`src/rtl/shift_seq_ctrl_pkg.sv`:
```
// Shared types and helpers for the serial shift sequencer.
package shift_ctrl_pkg;

    typedef enum logic [1:0] {
        ST_IDLE,
        ST_SHIFT,
        ST_DONE
    } state_e;

    localparam logic DIR_LEFT  = 1'b0;
    localparam logic DIR_RIGHT = 1'b1;

    // $clog2 that never returns 0, so single-value counters still get one bit.
    function automatic int clog2_min1(input int value);
        return (value <= 1) ? 1 : $clog2(value);
    endfunction

endpackage

```
`src/rtl/shift_seq_ctrl_if.sv`:
```
// Parallel-word handshake, serial link pins and status for the shift sequencer.
interface shift_seq_ctrl_if #(
    parameter int WIDTH = 8
);
    logic             tx_valid;
    logic             tx_ready;
    logic [WIDTH-1:0] tx_data;
    logic             tx_dir;
    logic             abort;
    logic             ser_in;
    logic             ser_out;
    logic             shift_en;
    logic             busy;
    logic             rx_valid;
    logic [WIDTH-1:0] rx_data;

    modport master (
        output tx_valid, tx_data, tx_dir, abort, ser_in,
        input  tx_ready, ser_out, shift_en, busy, rx_valid, rx_data
    );

    modport slave (
        input  tx_valid, tx_data, tx_dir, abort, ser_in,
        output tx_ready, ser_out, shift_en, busy, rx_valid, rx_data
    );
endinterface

```
`src/rtl/shift_seq_ctrl_core.sv`:
```
// Parallel-load bidirectional shift register; q_next exposes the value the next edge will store.
module shift_core
    import shift_ctrl_pkg::*;
#(
    parameter int WIDTH = 8
) (
    input  logic             clk,
    input  logic             rst_n,
    input  logic             load,
    input  logic [WIDTH-1:0] load_data,
    input  logic             shift,
    input  logic             dir,
    input  logic             in_bit,
    output logic [WIDTH-1:0] q,
    output logic [WIDTH-1:0] q_next
);

    logic [WIDTH-1:0] q_q;
    logic [WIDTH-1:0] q_d;

    always_comb begin
        q_d = q_q;
        if (load) begin
            q_d = load_data;
        end else if (shift) begin
            if (dir == DIR_LEFT) begin
                q_d = {q_q[WIDTH-2:0], in_bit};
            end else begin
                q_d = {in_bit, q_q[WIDTH-1:1]};
            end
        end
    end

    always_ff @(posedge clk or negedge rst_n) begin
        if (!rst_n) begin
            q_q <= '0;
        end else begin
            q_q <= q_d;
        end
    end

    assign q      = q_q;
    assign q_next = q_d;

endmodule

```
`src/rtl/shift_seq_ctrl.sv`:
```
// Full-duplex serial front end: loads a word, shifts it out while capturing ser_in, reports the result.
module shift_seq_ctrl
    import shift_ctrl_pkg::*;
#(
    parameter int WIDTH   = 8,
    parameter int CLK_DIV = 1
) (
    input  logic              clk,
    input  logic              rst_n,
    shift_seq_ctrl_if.slave   bus
);

    localparam int CW = $clog2(WIDTH + 1);
    localparam int PW = clog2_min1(CLK_DIV);
    localparam logic [PW-1:0] PRESC_LAST = PW'(CLK_DIV - 1);

    state_e           state_q, state_d;
    logic [CW-1:0]    cnt_q, cnt_d;
    logic [PW-1:0]    presc_q, presc_d;
    logic             dir_q, dir_d;
    logic [WIDTH-1:0] rx_data_q, rx_data_d;

    logic             core_load;
    logic [WIDTH-1:0] core_load_data;
    logic             core_shift;
    logic [WIDTH-1:0] core_q;
    logic [WIDTH-1:0] core_q_next;
    logic             tick;

    assign tick = (presc_q == PRESC_LAST);

    always_comb begin
        state_d        = state_q;
        cnt_d          = cnt_q;
        presc_d        = presc_q;
        dir_d          = dir_q;
        rx_data_d      = rx_data_q;
        core_load      = 1'b0;
        core_load_data = bus.tx_data;
        core_shift     = 1'b0;

        case (state_q)
            ST_IDLE: begin
                // abort is deliberately not looked at here: a handshake always wins in IDLE.
                if (bus.tx_valid) begin
                    core_load = 1'b1;
                    dir_d     = bus.tx_dir;
                    cnt_d     = CW'(WIDTH);
                    presc_d   = '0;
                    state_d   = ST_SHIFT;
                end
            end
            ST_SHIFT: begin
                if (bus.abort) begin
                    core_load      = 1'b1;
                    core_load_data = '0;
                    cnt_d          = '0;
                    presc_d        = '0;
                    state_d        = ST_IDLE;
                end else if (tick) begin
                    core_shift = 1'b1;
                    cnt_d      = cnt_q - CW'(1);
                    presc_d    = '0;
                    if (cnt_q == CW'(1)) begin
                        rx_data_d = core_q_next;
                        state_d   = ST_DONE;
                    end
                end else begin
                    presc_d = presc_q + PW'(1);
                end
            end
            ST_DONE: begin
                if (bus.abort) begin
                    core_load      = 1'b1;
                    core_load_data = '0;
                end
                state_d = ST_IDLE;
            end
            default: begin
                state_d = ST_IDLE;
            end
        endcase
    end

    always_ff @(posedge clk or negedge rst_n) begin
        if (!rst_n) begin
            state_q   <= ST_IDLE;
            cnt_q     <= '0;
            presc_q   <= '0;
            dir_q     <= DIR_LEFT;
            rx_data_q <= '0;
        end else begin
            state_q   <= state_d;
            cnt_q     <= cnt_d;
            presc_q   <= presc_d;
            dir_q     <= dir_d;
            rx_data_q <= rx_data_d;
        end
    end

    shift_core #(
        .WIDTH (WIDTH)
    ) u_core (
        .clk       (clk),
        .rst_n     (rst_n),
        .load      (core_load),
        .load_data (core_load_data),
        .shift     (core_shift),
        .dir       (dir_q),
        .in_bit    (bus.ser_in),
        .q         (core_q),
        .q_next    (core_q_next)
    );

    assign bus.tx_ready = (state_q == ST_IDLE);
    assign bus.busy     = (state_q != ST_IDLE);
    assign bus.shift_en = core_shift;
    assign bus.rx_valid = (state_q == ST_DONE) && !bus.abort;
    assign bus.rx_data  = rx_data_q;
    assign bus.ser_out  = (state_q == ST_IDLE) ? 1'b0
                        : ((dir_q == DIR_RIGHT) ? core_q[0] : core_q[WIDTH-1]);

endmodule

```
`src/flat_wrapper.sv`:
```
// flat-port wrapper written by rule: the top's interface ports become plain ports
module shift_seq_ctrl_flat import shift_ctrl_pkg::*;
#(
    parameter int WIDTH   = 8,
    parameter int CLK_DIV = 1
)
  (clk, rst_n, bus_tx_valid, bus_tx_data, bus_tx_dir, bus_abort, bus_ser_in, bus_tx_ready, bus_ser_out, bus_shift_en, bus_busy, bus_rx_valid, bus_rx_data);
  shift_seq_ctrl_if #(.WIDTH(WIDTH)) bus_i ();
  input  logic clk;
  input  logic rst_n;
  input wire logic [$bits(bus_i.tx_valid)-1:0] bus_tx_valid;
  input wire logic [$bits(bus_i.tx_data)-1:0] bus_tx_data;
  input wire logic [$bits(bus_i.tx_dir)-1:0] bus_tx_dir;
  input wire logic [$bits(bus_i.abort)-1:0] bus_abort;
  input wire logic [$bits(bus_i.ser_in)-1:0] bus_ser_in;
  output wire logic [$bits(bus_i.tx_ready)-1:0] bus_tx_ready;
  output wire logic [$bits(bus_i.ser_out)-1:0] bus_ser_out;
  output wire logic [$bits(bus_i.shift_en)-1:0] bus_shift_en;
  output wire logic [$bits(bus_i.busy)-1:0] bus_busy;
  output wire logic [$bits(bus_i.rx_valid)-1:0] bus_rx_valid;
  output wire logic [$bits(bus_i.rx_data)-1:0] bus_rx_data;
  assign bus_i.tx_valid = bus_tx_valid;
  assign bus_i.tx_data = bus_tx_data;
  assign bus_i.tx_dir = bus_tx_dir;
  assign bus_i.abort = bus_abort;
  assign bus_i.ser_in = bus_ser_in;
  assign bus_tx_ready = bus_i.tx_ready;
  assign bus_ser_out = bus_i.ser_out;
  assign bus_shift_en = bus_i.shift_en;
  assign bus_busy = bus_i.busy;
  assign bus_rx_valid = bus_i.rx_valid;
  assign bus_rx_data = bus_i.rx_data;
  shift_seq_ctrl #(.WIDTH(WIDTH), .CLK_DIV(CLK_DIV)) u_core (.clk(clk), .rst_n(rst_n), .bus(bus_i));
endmodule
```
`config.mk`:
```
export PLATFORM = sky130hd
export DESIGN_NAME = shift_seq_ctrl_flat
export DESIGN_NICKNAME = d
export VERILOG_FILES = /design/src/rtl/shift_seq_ctrl_pkg.sv /design/src/rtl/shift_seq_ctrl_if.sv /design/src/rtl/shift_seq_ctrl_core.sv /design/src/rtl/shift_seq_ctrl.sv /design/src/flat_wrapper.sv
export SDC_FILE = /design/constraint.sdc
export NUM_CORES = 1
export LEC_CHECK = 0
export CAP_MARGIN = 15
export CORE_ASPECT_RATIO = 0.7
export CORE_MARGIN = 4
export CORE_UTILIZATION = 46
export DETAILED_ROUTE_END_ITERATION = 16
export HOLD_SLACK_MARGIN = 0.12
export PLACE_DENSITY_LB_ADDON = 0.15
export RECOVER_POWER = 25
export SETUP_SLACK_MARGIN = 0.1
export SLEW_MARGIN = 10
export SYNTH_ARGS = -nofsm -noshare
export SYNTH_HDL_FRONTEND = slang
export SYNTH_SLANG_ARGS = --single-unit
```
`constraint.sdc`:
```
create_clock -name clk -period 1.85 [get_ports clk]
set_clock_uncertainty 0.15 [all_clocks]
set_input_delay 0.555 -clock clk [delete_from_list [all_inputs] [get_ports clk]]
set_output_delay 0.555 -clock clk [all_outputs]
set_load 0.03 [all_outputs]
```
== Yosys cells after proc, flatten, opt, wreduce, memory -nomap -nowiden ==
Cells that the tools add are included.
W data, S select, Z words.

* Register bits after elaboration: 24
* Latch bits: 0
* RAM bits: 0
* ROM bits: 0
* Input bits: 14
* Word-level logic and storage cells: 53
* Memories: 0
* Output and inout bits: 13

* Order comparisons: 0
* Multiplexer cells: 26
* Add/subtract/negate cells: 2
* Bitwise logic cells: 2
* Equality and inequality tests: 6
* Div/mod/pow operators: 0
* Multiply operators: 0
* Shift-type cells: 0
* Reduce and logical (&&, ||, !) cells: 11

{| class="wikitable"
|+ Operator list
! operator !! number
|-
| $mux W8 || 5
|-
| $mux W4 || 3
|-
| $mux W1 || 10
|-
| $mux W2 || 4
|-
| $pmux W4 S2 || 1
|-
| $reduce_and A3 Y1 || 2
|-
| $eq A4 B1 Y1 const B || 1
|-
| $pmux W1 S2 || 2
|-
| $pmux W2 S2 || 1
|-
| $reduce_and A2 Y1 || 2
|-
| $reduce_and A4 Y1 || 1
|-
| $reduce_bool A2 Y1 || 2
|-
| $sub A4 B1 Y4 const B || 1
|-
| $ne A3 B2 Y1 const B || 1
|-
| $ne A3 B3 Y1 const B || 1
|-
| $eq A2 B1 Y1 const B || 1
|-
| $eq A2 B2 Y1 const B || 1
|-
| $logic_not A2 Y1 || 1
|-
| $ne A2 B2 Y1 const B || 1
|-
| $not A1 Y1 || 2
|-
| $reduce_or A2 Y1 || 1
|-
| $add A1 B1 Y1 const B || 1
|-
| $logic_and A1 B1 Y1 || 1
|-
| $logic_not A1 Y1 || 1
|}

== Logic depth before layout (Yosys ltp) ==
* Depth in word-level cells: 5
* Gate-level depth with buffers: 8
* Depth with buffers taken out: 7

== Hierarchy ==
From an unflattened synthesis, not the netlist that was laid out.

* Cell total of the unflattened synthesis: 121
* Area, all modules: 1328.8 sq um

{| class="wikitable"
|+ Modules (own cells, without submodules)
! module !! times used !! sequential area each (sq um) !! cells an instance !! area each (sq um)
|-
| shift_seq_ctrl || 1 || 375.4 || 81 || 865.8
|-
| shift_core || 1 || 200.2 || 40 || 462.9
|}

== Worst setup path before layout ==
No wires, ideal clock.

* Kind: flip-flop to flip-flop
* Start: reg u_core.state_q[0]
* End: reg u_core.rx_data_q[0] (netlist: u_core.bus.rx_data[0])
* Slack: -0.259 ns
* Data required time: 1.575 ns
* Library setup time: 0.125 ns
* Arrival: 1.835 ns
* Path buffers: 1
* Clock period less this slack: 2.109 ns
* Cell stages (with the launch flop): 8
* Cells stage by stage: dfrtp_1 inv_1 ha_1 buf_4 nand2_1 a21oi_4 o31ai_2 mux2_2

* Elaborated cells on any way between the ends: 10
* Those cells by class: 2 x eq/ne; 5 x mux; 3 x reduce/logical

{| class="wikitable"
|+ RTL lines
! what !! line !! text
|-
| start, declared || shift_seq_ctrl.sv:17 || <nowiki>state_e state_q, state_d;</nowiki>
|-
| start signal, assigned || shift_seq_ctrl.sv:93 || <nowiki>state_q <= state_d;</nowiki>
|-
| $logic_not A2 Y1 || -- ||
|-
| net bus_tx_ready || flat_wrapper.sv:16 || <nowiki>output wire logic [$bits(bus_i.tx_ready)-1:0] bus_tx_ready;</nowiki>
|-
| $pmux W1 S2 || shift_seq_ctrl.sv:42 || <nowiki>case (state_q)</nowiki>
|-
| $mux W8 || shift_seq_ctrl_core.sv:23 || <nowiki>if (load) begin</nowiki>
|-
| net u_core.core_q_next[0] || shift_seq_ctrl.sv:27 || <nowiki>logic [WIDTH-1:0] core_q_next;</nowiki>
|-
| end signal, assigned || shift_seq_ctrl.sv:97 || <nowiki>rx_data_q <= rx_data_d;</nowiki>
|-
| end, declared || shift_seq_ctrl.sv:21 || <nowiki>logic [WIDTH-1:0] rx_data_q, rx_data_d;</nowiki>
|}

The timed path passes the listed nets, and every way through them passes these cells.
A chain may end at the register's enable or synchronous reset.

== Final worst setup path ==
* Start: reg u_core.state_q[0]
* End: out bus_rx_valid

* Word-level cells in the longest chain between the ends: 2

{| class="wikitable"
|+ RTL lines
! what !! line !! text
|-
| $eq A2 B2 Y1 || shift_seq_ctrl.sv:118 || <nowiki>assign bus.rx_valid = (state_q == ST_DONE) && !bus.abort;</nowiki>
|-
| $logic_and A1 B1 Y1 || shift_seq_ctrl.sv:118 ||
|-
| end, declared || flat_wrapper.sv:20 || <nowiki>output wire logic [$bits(bus_i.rx_valid)-1:0] bus_rx_valid;</nowiki>
|}

No other way between the ends.

==> impl_metrics.csv <==
group,metric,value,unit
run_status,status,"finished with violations",
run_status,failed_checks,"setup timing",
flow_run,maxCapViolations,0,
timing,fin_hold_ws,354,ps
clock_network,cts_buffers,3,
route,via_per_inst,5.47,
die,start_util,0.494,
route,drc_errors,0,
synth,ys_top_cells_by_count,"dfrtp_1 (23), nor2_1 (12), mux2_2 (11), nand3_1 (9), nor2b_1 (9)",
setup_path,path_cells,"inv_4 -> ha_2 -> and2b_1 -> buf_6",
timing,fin_crit,1960,ps
power,irDropWorstVdd,0.000771,V
power,powerDensity,1750,mW/mm2
synth,synth_cell_types,31,
setup_path,critical_path.top_delay_family,"flip-flops",
global_route,grt_max_degree,24,
synth,dominantRegCellSynth,"dfrtp_1",
hold_path,hold_class,"flip-flop to flip-flop",
synth,ys_seq_area_frac,0.407,
synth,ys_top_cells_by_area,"dfrtp_1 (41%), mux2_2 (8.8%), o31ai_2 (7.1%)",
die,ios,27,
setup_path,cp_slowest_cell,"dfrtp_2",
die,die_y,54.4,um
synth,synth.top_cell.area_share,0.407,
synth,ys_warn_count,0,
final_layout,diodes,0,
synth,ys_ff_latch,23,
synth,async_reset_ff_frac,1.00,
route,antenna_left,0,
clock_network,htree_levels,1,
die,coreArea,0.00286,mm2
timing,min_period_over_period,1.06,
setup_path,arrival,1250,ps
final_layout,syn2layout_area_growth,53.2,%
timing,slew_violations,0,
route,drtIter0Drc,70,
route,vias,1215,
synth,syn_nets,151,
synth,synthMostInstantiatedCell,"dfrtp_1",
timing,worst_slack,-109,ps
timing,rsz0062_at_grt,"yes",
placement,io_buffers,26,
setup_path,critPathMaxStageDelay,470,ps
die,rows,16,
timing,hold_viol,0,
power,p_total,3.79,mW
clock_network,path_clk_slew,80,ps
timing,relSlewSlack,0.619,
die,dieWidth,74.3,um
global_route,grt_remaining_overflow,0,
final_layout,final_area,0.00217,mm2
synth,netlist_area,0.00141,mm2
setup_path,path_max_fanout,4,
final_layout,drive_above_1_share,0.522,
setup_path,start_kind,"flip-flop",
die,die_area,0.00404,mm2
placement,dpl_cell_area,0.00184,mm2
placement,hpwl,2580,um
final_layout,utilization,0.757,
clock_network,cts_root_buf,"clkbuf_8",
synth,synth_edf_count,0,
clock_network,insertion_delay,270,ps
synth,avgSynthCellArea,10.9,um2
timing,worst_slew_pin_slew,571,ps
synth,syn_inst,130,
setup_path,end_kind,"output port",
route,route.detailed.wl_per_inst,17.8,um
clock_network,cts_sinks,23,
clock_network,cts_hold_buf,0,
power,cellLeakagePower,0.940,nW
setup_path,cp.required,1140,ps
timing,setup_viol,13,
global_route,grt_pass1_wl,5520,um
setup_path,crit_type,"flip-flop to output port",
global_route,grtUsageTotal,0.185,
timing,max_freq,510,MHz
placement,gp_congestion,0.801,
clock_network,cts_tree,"done",
clock_network,cts.path.max_buffers,2,
global_route,antenna_found_initial,0,
route,drtPass1Iterations,4,
final_layout,nets,208,
setup_path,cp_num_buf_inv,2,
global_route,first_global_vias,1125,
synth,yosysTopAreaCell,"dfrtp_1",
route,wl,3960,um
## sequential cells by signal, summed over array words and instances (netlist names)
register / flops
u_core.dir_q: 1
u_core.u_core.q: 8
u_core.state_q: 2
u_core.bus.rx_data: 8
u_core.cnt_q: 4
## where the power goes
part | internal (mW) | switching (mW)
clock network | 0.154 | 0.170
logic | 1.21 | 1.30
registers | 0.724 | 0.227
## worst reg2reg max path, cell delays in order (launching register included)
cell and delay [ps]:
dfrtp_2 450, inv_4 70, ha_4 200, buf_6 130, and3b_2 230, buf_6 140
nand3_4 80, o31ai_4 70, mux2_4 280
## what timing repair did
item,4_1_cts,5_1_grt
pin swaps,11,1
buffers inserted,7,6
gates resized for setup,42,23
setup endpoints to repair,30,23
## cells in the final DEF (no fill, tap or decap), drive strengths merged, types with 2 or more instances in the layout
master | Yosys | layout
a211oi | 8 | 8
a21oi | 5 | 5
buf | 5 | 36
clkbuf | 1 | 6
clkdlybuf4s15 | 0 | 4
clkdlybuf4s50 | 0 | 10
dfrtp | 23 | 23
dlygate4sd2 | 0 | 5
ha | 7 | 7
inv | 7 | 6
mux2 | 11 | 11
mux2i | 2 | 2
nand2 | 5 | 5
nand2b | 2 | 2
nand3 | 9 | 9
nor2 | 12 | 12
nor2b | 9 | 9
nor4b | 2 | 2
o21ai | 4 | 4
o221ai | 3 | 3
o31ai | 8 | 8
## final cells by class
cell class / instances / area (um2)
multi-input combinational: 94 / 930
timing repair buffer: 58 / 532
sequential: 23 / 578
clock buffer: 4 / 45.0
inverter: 7 / 36.3
tap: 36 / 45.0
fill: 179 / 697
## through the flow
stage	setup TNS [ps]	setup slack (ps)	cells
4_1_cts	-696	-123	216
2_1_floorplan	0	62.5	130
3_3_place_gp	-5810	-369	205
6_report	-536	-109	222
3_5_place_dp	-6310	-396	205
5_1_grt	-1280	-164	222
## layer usage
| layer | wire (um) | global-route usage | up-vias | part of all wire |
|---|---|---|---|---|
| met5 | 0 | 0 | - | 0 |
| met4 | 46 | 0.0355 | 0 | 0.012 |
| met3 | 203 | 0.0404 | 8 | 0.051 |
| met2 | 1910 | 0.299 | 33 | 0.48 |
| met1 | 1800 | 0.258 | 599 | 0.45 |
| li1 | - | - | 575 | - |
## path summary, 6_finish.rpt
kind	startpoint	to	slack [ps]	cells past startpoint
hold reg to reg	u_core.bus.rx_data[5]	u_core.bus.rx_data[5]	350	1
setup / recovery	u_core.state_q[0]	bus_rx_valid	-110	4
max in group asynchronous	rst_n	u_core.state_q[0]	480	2
setup reg to reg	u_core.state_q[0]	u_core.bus.rx_data[3]	-50	8
hold / removal	u_core.bus.rx_data[5]	u_core.bus.rx_data[5]	350	1
min in group asynchronous	rst_n	u_core.cnt_q[2]	650	2
## cells by family after synthesis
logic type	synth area share
and+or+nand+nor	0.170
AOI/OAI and AO/OA	0.206
DFF	0.407
buffers and inverters	0.0531
muxes	0.102
adders and majority gates	0.0619
(Power assumes the default switching activity.)
